--- config.mk ---
export PLATFORM = sky130hd
export DESIGN_NAME = debounce_arbiter
export DESIGN_NICKNAME = d
export VERILOG_FILES = /design/src/rtl/debounce_arb_pkg.sv /design/src/rtl/debounce_rr_picker.sv /design/src/rtl/registrador.sv /design/src/rtl/debounce_arbiter.sv
export SDC_FILE = /design/constraint.sdc
export NUM_CORES = 1
export LEC_CHECK = 0
export ABC_AREA = 1
export BUFFER_PORTS_ARGS = -buffer_cell sky130_fd_sc_hd__buf_4
export CAP_MARGIN = 10
export CORE_ASPECT_RATIO = 1.4
export CORE_MARGIN = 2
export CORE_UTILIZATION = 55
export DETAILED_ROUTE_END_ITERATION = 10
export PLACE_DENSITY = 0.76
export SKIP_LAST_GASP = 1
export SLEW_MARGIN = 10
export SYNTH_ARGS = -nofsm -noshare
export SYNTH_HDL_FRONTEND = slang
export SYNTH_SLANG_ARGS = --single-unit
--- constraint.sdc ---
create_clock -name clk_i -period 2 [get_ports clk_i]
set_clock_uncertainty 0.05 [all_clocks]
set_input_delay 0.4 -clock clk_i [delete_from_list [all_inputs] [get_ports clk_i]]
set_output_delay 0.4 -clock clk_i [all_outputs]
set_load 0.005 [all_outputs]
--- src/rtl/debounce_arb_pkg.sv ---
// Shared types and constants for the time-shared debounce arbiter.
package debounce_arb_pkg;

    typedef enum logic [1:0] {
        ST_ARB_IDLE,
        ST_ARB_COUNT,
        ST_ARB_COMMIT
    } estado_arb_t;

    localparam int unsigned ARB_CONTA_1S = 50000000;

endpackage

--- src/rtl/debounce_rr_picker.sv ---
// Combinational round-robin picker: first set req bit above last_grant, wrapping.
module debounce_rr_picker #(
    parameter int unsigned N_INPUTS = 4
) (
    input  logic [N_INPUTS-1:0]         req,
    input  logic [$clog2(N_INPUTS)-1:0] last_grant,
    output logic                        valid,
    output logic [$clog2(N_INPUTS)-1:0] index
);

    localparam int unsigned GW = $clog2(N_INPUTS);

    int unsigned     pos;
    logic [GW-1:0]   cand;

    // Scanning from the farthest offset down lets the nearest hit win last.
    always_comb begin
        valid = 1'b0;
        index = '0;
        pos   = 0;
        cand  = '0;
        for (int unsigned k = N_INPUTS; k >= 1; k--) begin
            pos  = (32'(last_grant) + k) % N_INPUTS;
            cand = GW'(pos);
            if (req[cand]) begin
                valid = 1'b1;
                index = cand;
            end
        end
    end

endmodule

--- src/rtl/registrador.sv ---
// Generic enabled register with asynchronous active-high reset to zero.
module registrador #(
    parameter int unsigned DATA_WIDTH = 8
) (
    input  logic                  clk_i,
    input  logic                  rst_i,
    input  logic                  enable_i,
    input  logic [DATA_WIDTH-1:0] data_i,
    output logic [DATA_WIDTH-1:0] data_o
);

    always_ff @(posedge clk_i or posedge rst_i) begin
        if (rst_i) begin
            data_o <= '0;
        end else if (enable_i) begin
            data_o <= data_i;
        end
    end

endmodule

--- src/rtl/debounce_arbiter.sv ---
// Time-shared debouncer: one delay counter granted round-robin across N_INPUTS lines.
// Optional two-flop input synchronizer enabled by defining DEBOUNCE_ARB_SYNC_EN.
module debounce_arbiter
    import debounce_arb_pkg::*;
#(
    parameter int unsigned N_INPUTS      = 4,
    parameter int unsigned TIME_DEBOUNCE = ARB_CONTA_1S,
    parameter int unsigned CNT_WIDTH     = 32
) (
    input  logic                        clk_i,
    input  logic                        rst_i,
    input  logic [N_INPUTS-1:0]         signal_i,
    output logic [N_INPUTS-1:0]         signal_o,
    output logic [N_INPUTS-1:0]         edge_o,
    output logic                        busy_o,
    output logic [$clog2(N_INPUTS)-1:0] grant_o
);

    localparam int unsigned          GW       = $clog2(N_INPUTS);
    localparam logic [CNT_WIDTH-1:0] CNT_LAST = CNT_WIDTH'(TIME_DEBOUNCE - 1);

    logic [N_INPUTS-1:0]  in_s;
    logic [N_INPUTS-1:0]  req;
    logic [GW-1:0]        last_grant;
    logic                 sample;
    logic                 bounce;
    logic                 pick_valid;
    logic [GW-1:0]        pick_index;
    logic [CNT_WIDTH-1:0] cnt_q;
    logic [CNT_WIDTH-1:0] cnt_d;
    estado_arb_t          state;

`ifdef DEBOUNCE_ARB_SYNC_EN
    logic [N_INPUTS-1:0] sync_meta;
    logic [N_INPUTS-1:0] sync_out;

    always_ff @(posedge clk_i or posedge rst_i) begin
        if (rst_i) begin
            sync_meta <= '0;
            sync_out  <= '0;
        end else begin
            sync_meta <= signal_i;
            sync_out  <= sync_meta;
        end
    end

    assign in_s = sync_out;
`else
    assign in_s = signal_i;
`endif

    assign req    = in_s ^ signal_o;
    assign bounce = in_s[grant_o] != sample;

    debounce_rr_picker #(
        .N_INPUTS (N_INPUTS)
    ) u_picker (
        .req        (req),
        .last_grant (last_grant),
        .valid      (pick_valid),
        .index      (pick_index)
    );

    // Counter holds at its last value on the COUNT->COMMIT step; COMMIT clears it.
    always_comb begin
        cnt_d = '0;
        if (state == ST_ARB_COUNT && !bounce) begin
            cnt_d = (cnt_q == CNT_LAST) ? cnt_q : cnt_q + 1'b1;
        end
    end

    registrador #(
        .DATA_WIDTH (CNT_WIDTH)
    ) u_cnt (
        .clk_i    (clk_i),
        .rst_i    (rst_i),
        .enable_i (1'b1),
        .data_i   (cnt_d),
        .data_o   (cnt_q)
    );

    always_ff @(posedge clk_i or posedge rst_i) begin
        if (rst_i) begin
            state      <= ST_ARB_IDLE;
            signal_o   <= '0;
            edge_o     <= '0;
            busy_o     <= 1'b0;
            grant_o    <= '0;
            last_grant <= GW'(N_INPUTS - 1);
            sample     <= 1'b0;
        end else begin
            edge_o <= '0;
            case (state)
                ST_ARB_IDLE: begin
                    if (pick_valid) begin
                        grant_o    <= pick_index;
                        last_grant <= pick_index;
                        sample     <= in_s[pick_index];
                        busy_o     <= 1'b1;
                        state      <= ST_ARB_COUNT;
                    end
                end
                ST_ARB_COUNT: begin
                    if (bounce) begin
                        busy_o <= 1'b0;
                        state  <= ST_ARB_IDLE;
                    end else if (cnt_q == CNT_LAST) begin
                        state <= ST_ARB_COMMIT;
                    end
                end
                ST_ARB_COMMIT: begin
                    signal_o[grant_o] <= sample;
                    edge_o[grant_o]   <= 1'b1;
                    busy_o            <= 1'b0;
                    state             <= ST_ARB_IDLE;
                end
                default: begin
                    busy_o <= 1'b0;
                    state  <= ST_ARB_IDLE;
                end
            endcase
        end
    end

endmodule

==> results.md <==
* Busiest layer in global routing: met2
* Top Family by Delay on Critical Path: simple AND/OR/NAND/NOR gates
* PD cells at 945 mW/mm^2
* Initial antenna violation count at 0
* Fin. max-slew vios at 0
* Clock transition at path regs at 0.08 ns
* Min-delay worst type: in -> async
* Part of the power in registers at 38.6%
* Crit end category: register
* Largest net degree at the start of global routing at 27
* Post-synthesis simple-gate area fraction at 36.6%
* Post-layout nets at 423
* Startpoint Class: register
* Pwr Total at 3.13 mW
* Via-per-instance ratio at 5.50
* Critical path's slowest cell: dfrtp_1
* CTS Buf Count at 5
* Post-synth EDFFs at 0
* Cell area after synthesis at 0.00274 mm^2
* Final Util at 68.4%
* Worst VDD drop at 606 uV
* Final min period at 2.01 ns
* FF+latch count, synth at 48
* Worst reg-to-reg path cell count at 13
* Top_reg_cell synth: dfrtp_1
* Post-synthesis async set-or-reset flop share at 100%
* 1st-iter DRT viols at 185
* CP Class: reg -> reg
* Syn_nets at 374
* I/O pin count at 17
* Layout cells sized above 1 at 21.6%
* FP Rows at 30
* Finish-stage setup viols at 1
* Largest family of logic cells by synthesized area: simple AND/OR/NAND/NOR gates
* Compound-Gate Fraction of Synth Area at 7.16%
* Congestion Overflow GR at 0
* Die Span X at 63.7 um
* Logic pwr share at 42.9%
* Routed wire length at 6740 um
* Vias in the first global route at 2549
* Synth-to-layout area growth at 20.8%
* Ant. Diodes at 0
* PnR worst setup slack at -0.00790 ns
* Max-cap violations at 0
* Initial core utilization at 56.7%
* P_int at 1.83 mW
* Adder-Cell Fraction of Synth Area at 0.456%
* Status: complete, but fails checks
* Clock sink total at 48
* Switch share at 41.7%
* H-tree levels at 2
* Crit-path cells: ha_4 -> nand2_2 -> nor2_4 -> nand2_4 -> nor2_8 -> nand2_4 -> nor2_4 -> nand2_2 -> nor3_4 -> nand2_2 -> nor2_2 -> nor2_1 -> nor3_1
* Detailed-route via count at 2646
* RSZ-0062 raised after global routing: true
* Clock buffer depth at 2
* Worst slew margin at 69.6%
* WP buf/inv at 0
* Arr. time, crit path at 2.18 ns
* Post-route non-filler standard cell count at 481
* Clock latency on the worst-skew pair at 0.30 ns
* PortBufs at 16
* Mux cell area share after synthesis at 0%
* Area leader, netlist: dfrtp_1
* Switching pwr at 1.31 mW
* Critical path data required time at 2.17 ns
* Avg WL per Cell at 14.0 um
* Crit share post-route at 100%
* All-layer global routing usage at 26.0%
* Clk root buf: clkbuf_8
* Antenna-violating nets left at 0
* First-pass GRT wire length at 11000 um
* DP Wirelength at 5110 um
* Post-Synth XOR/XNOR Area at 3.83%
* Most used cell, CP: nand2_2
* Leakage at 1.59 nW
* Failing checks: setup timing
* Post-synthesis sequential area ratio at 43.9%
* Drt first pass iters at 4
* Syn_area_per_cell at 7.48 um^2
* Dominant cells by area after synthesis: dfrtp_1 42%, nand2_1 11%, inv_1 7.1%
* GR Layer Usage met3 at 4.37%
* Post-synthesis cell count at 367
* Gpl congestion at 0.949
* Crit-path max FO at 4
* Die extent in y at 87.6 um
* Synth warn at 0
* CTS tree: built
* Post-synth top area share at 42.0%
* Slew @ Worst Pin at 0.452 ns
* Drt drc at 0
* Crit-path max cell delay at 0.41 ns
* Post-synth top cells: 81 x nand2_1, 52 x inv_1, 46 x dfrtp_1
* Met1 GRT Util at 26.8%
* Met2 Usage GRT at 48.2%
* Top-count cell post-synth: nand2_1
* Levels on crit path at 13
* Post-synthesis cell type count at 33
* Clock power frac at 18.5%
* Core Box Area at 0.00484 mm^2
* Final hold violation count at 0
* Die Area at 0.00558 mm^2
* Fmax at 0.498 GHz
* # placed instances at 460
## sequential cells by signal (all words and copies together), names as in the netlist
signal        cells
u_cnt.data_o     32
edge_o            4
signal_o          4
grant_o           2
last_grant        2
state             2
busy_o            1
sample            1
## final timing paths
check / slack (ns) / end / start
worst max-delay path: -0.008 / u_cnt.data_o[30]$_DFFE_PP0P_ / u_cnt.data_o[1]$_DFFE_PP0P_
worst max register to register: -0.008 / u_cnt.data_o[30]$_DFFE_PP0P_ / u_cnt.data_o[1]$_DFFE_PP0P_
worst min register to register: 0.46 / busy_o$_DFFE_PP0P_ / busy_o$_DFFE_PP0P_
max in group asynchronous: 0.90 / last_grant[0]$_DFFE_PP1P_ / rst_i
min in group clk_i: 0.46 / busy_o$_DFFE_PP0P_ / busy_o$_DFFE_PP0P_
worst min-delay path: 0.46 / edge_o[3]$_DFF_PP0_ / rst_i
## per-layer routing
layer | part of all wire [%] | vias up
met5 | 0 | -
met4 | 5.4 | 0
met3 | 3.7 | 26
met2 | 54 | 79
met1 | 37 | 1250
li1 | - | 1291
## area by class of cell
cell class,count,area [um^2]
Clock buffer,8,90.1
Timing Repair Buffer,45,344
Fill cell,421,1530
Multi-Input combinational cell,260,1380
Sequential cell,48,1200
Inverter,56,214
Tap cell,64,80.1
## power by group through the flow
stage	Clock, mW	Combinational, mW	Sequential [mW]
4_1_cts	0.600	1.22	1.20
3_5_place_dp	0	1.21	1.22
6_report	0.581	1.34	1.21
3_3_place_gp	0	1.18	1.22
5_1_grt	0.634	1.51	1.22
2_1_floorplan	0	0.880	1.19
## logic make-up (layout without fill, tap and decap cells)
family,Yosys count,count (layout)
flip-flops,48,48
AND/OR/NAND/NOR,209,209
XOR/XNOR,12,12
AO/OA/AOI/OAI,38,38
adder cells (fa/ha/maj),1,1
buffers and inverters,59,109
## metrics by stage
stage	area [um^2]	TNS [ns]	hold slack (ns)	setup WS, ns
global route	3310	-0.342	0.457	-0.140
floorplan	2740	0	0.440	0.146
finish	3310	-0.00790	0.458	-0.00790
CTS	3150	0	0.455	0.0265
global placement	3050	0	0.215	0.106
detailed placement	3050	0	0.220	0.0444
## cell usage in the layout (no fill, tap or decap), types with 15 or more instances in the layout
cell,n
dfrtp_1,45
a21oi_1,18
nand3_1,31
nand2_1,78
nor3_1,20
nor2_1,35
inv_1,46
o21ai_0,15
buf_4,43
## tightest hold or removal path: stages
cell,delay (ns)
dlygate4sd3_1,0.53
buf_4,0.13
inv_2,0.07
## what timing repair did
item | CTS | global route
hold buffers | 1 | 0
resized for setup | 0 | 21
hold endpoints to repair | 2 | 0
buffers inserted | 0 | 12
endpoints found under the setup margin | 0 | 19
Power figures use the tool's default switching activity.
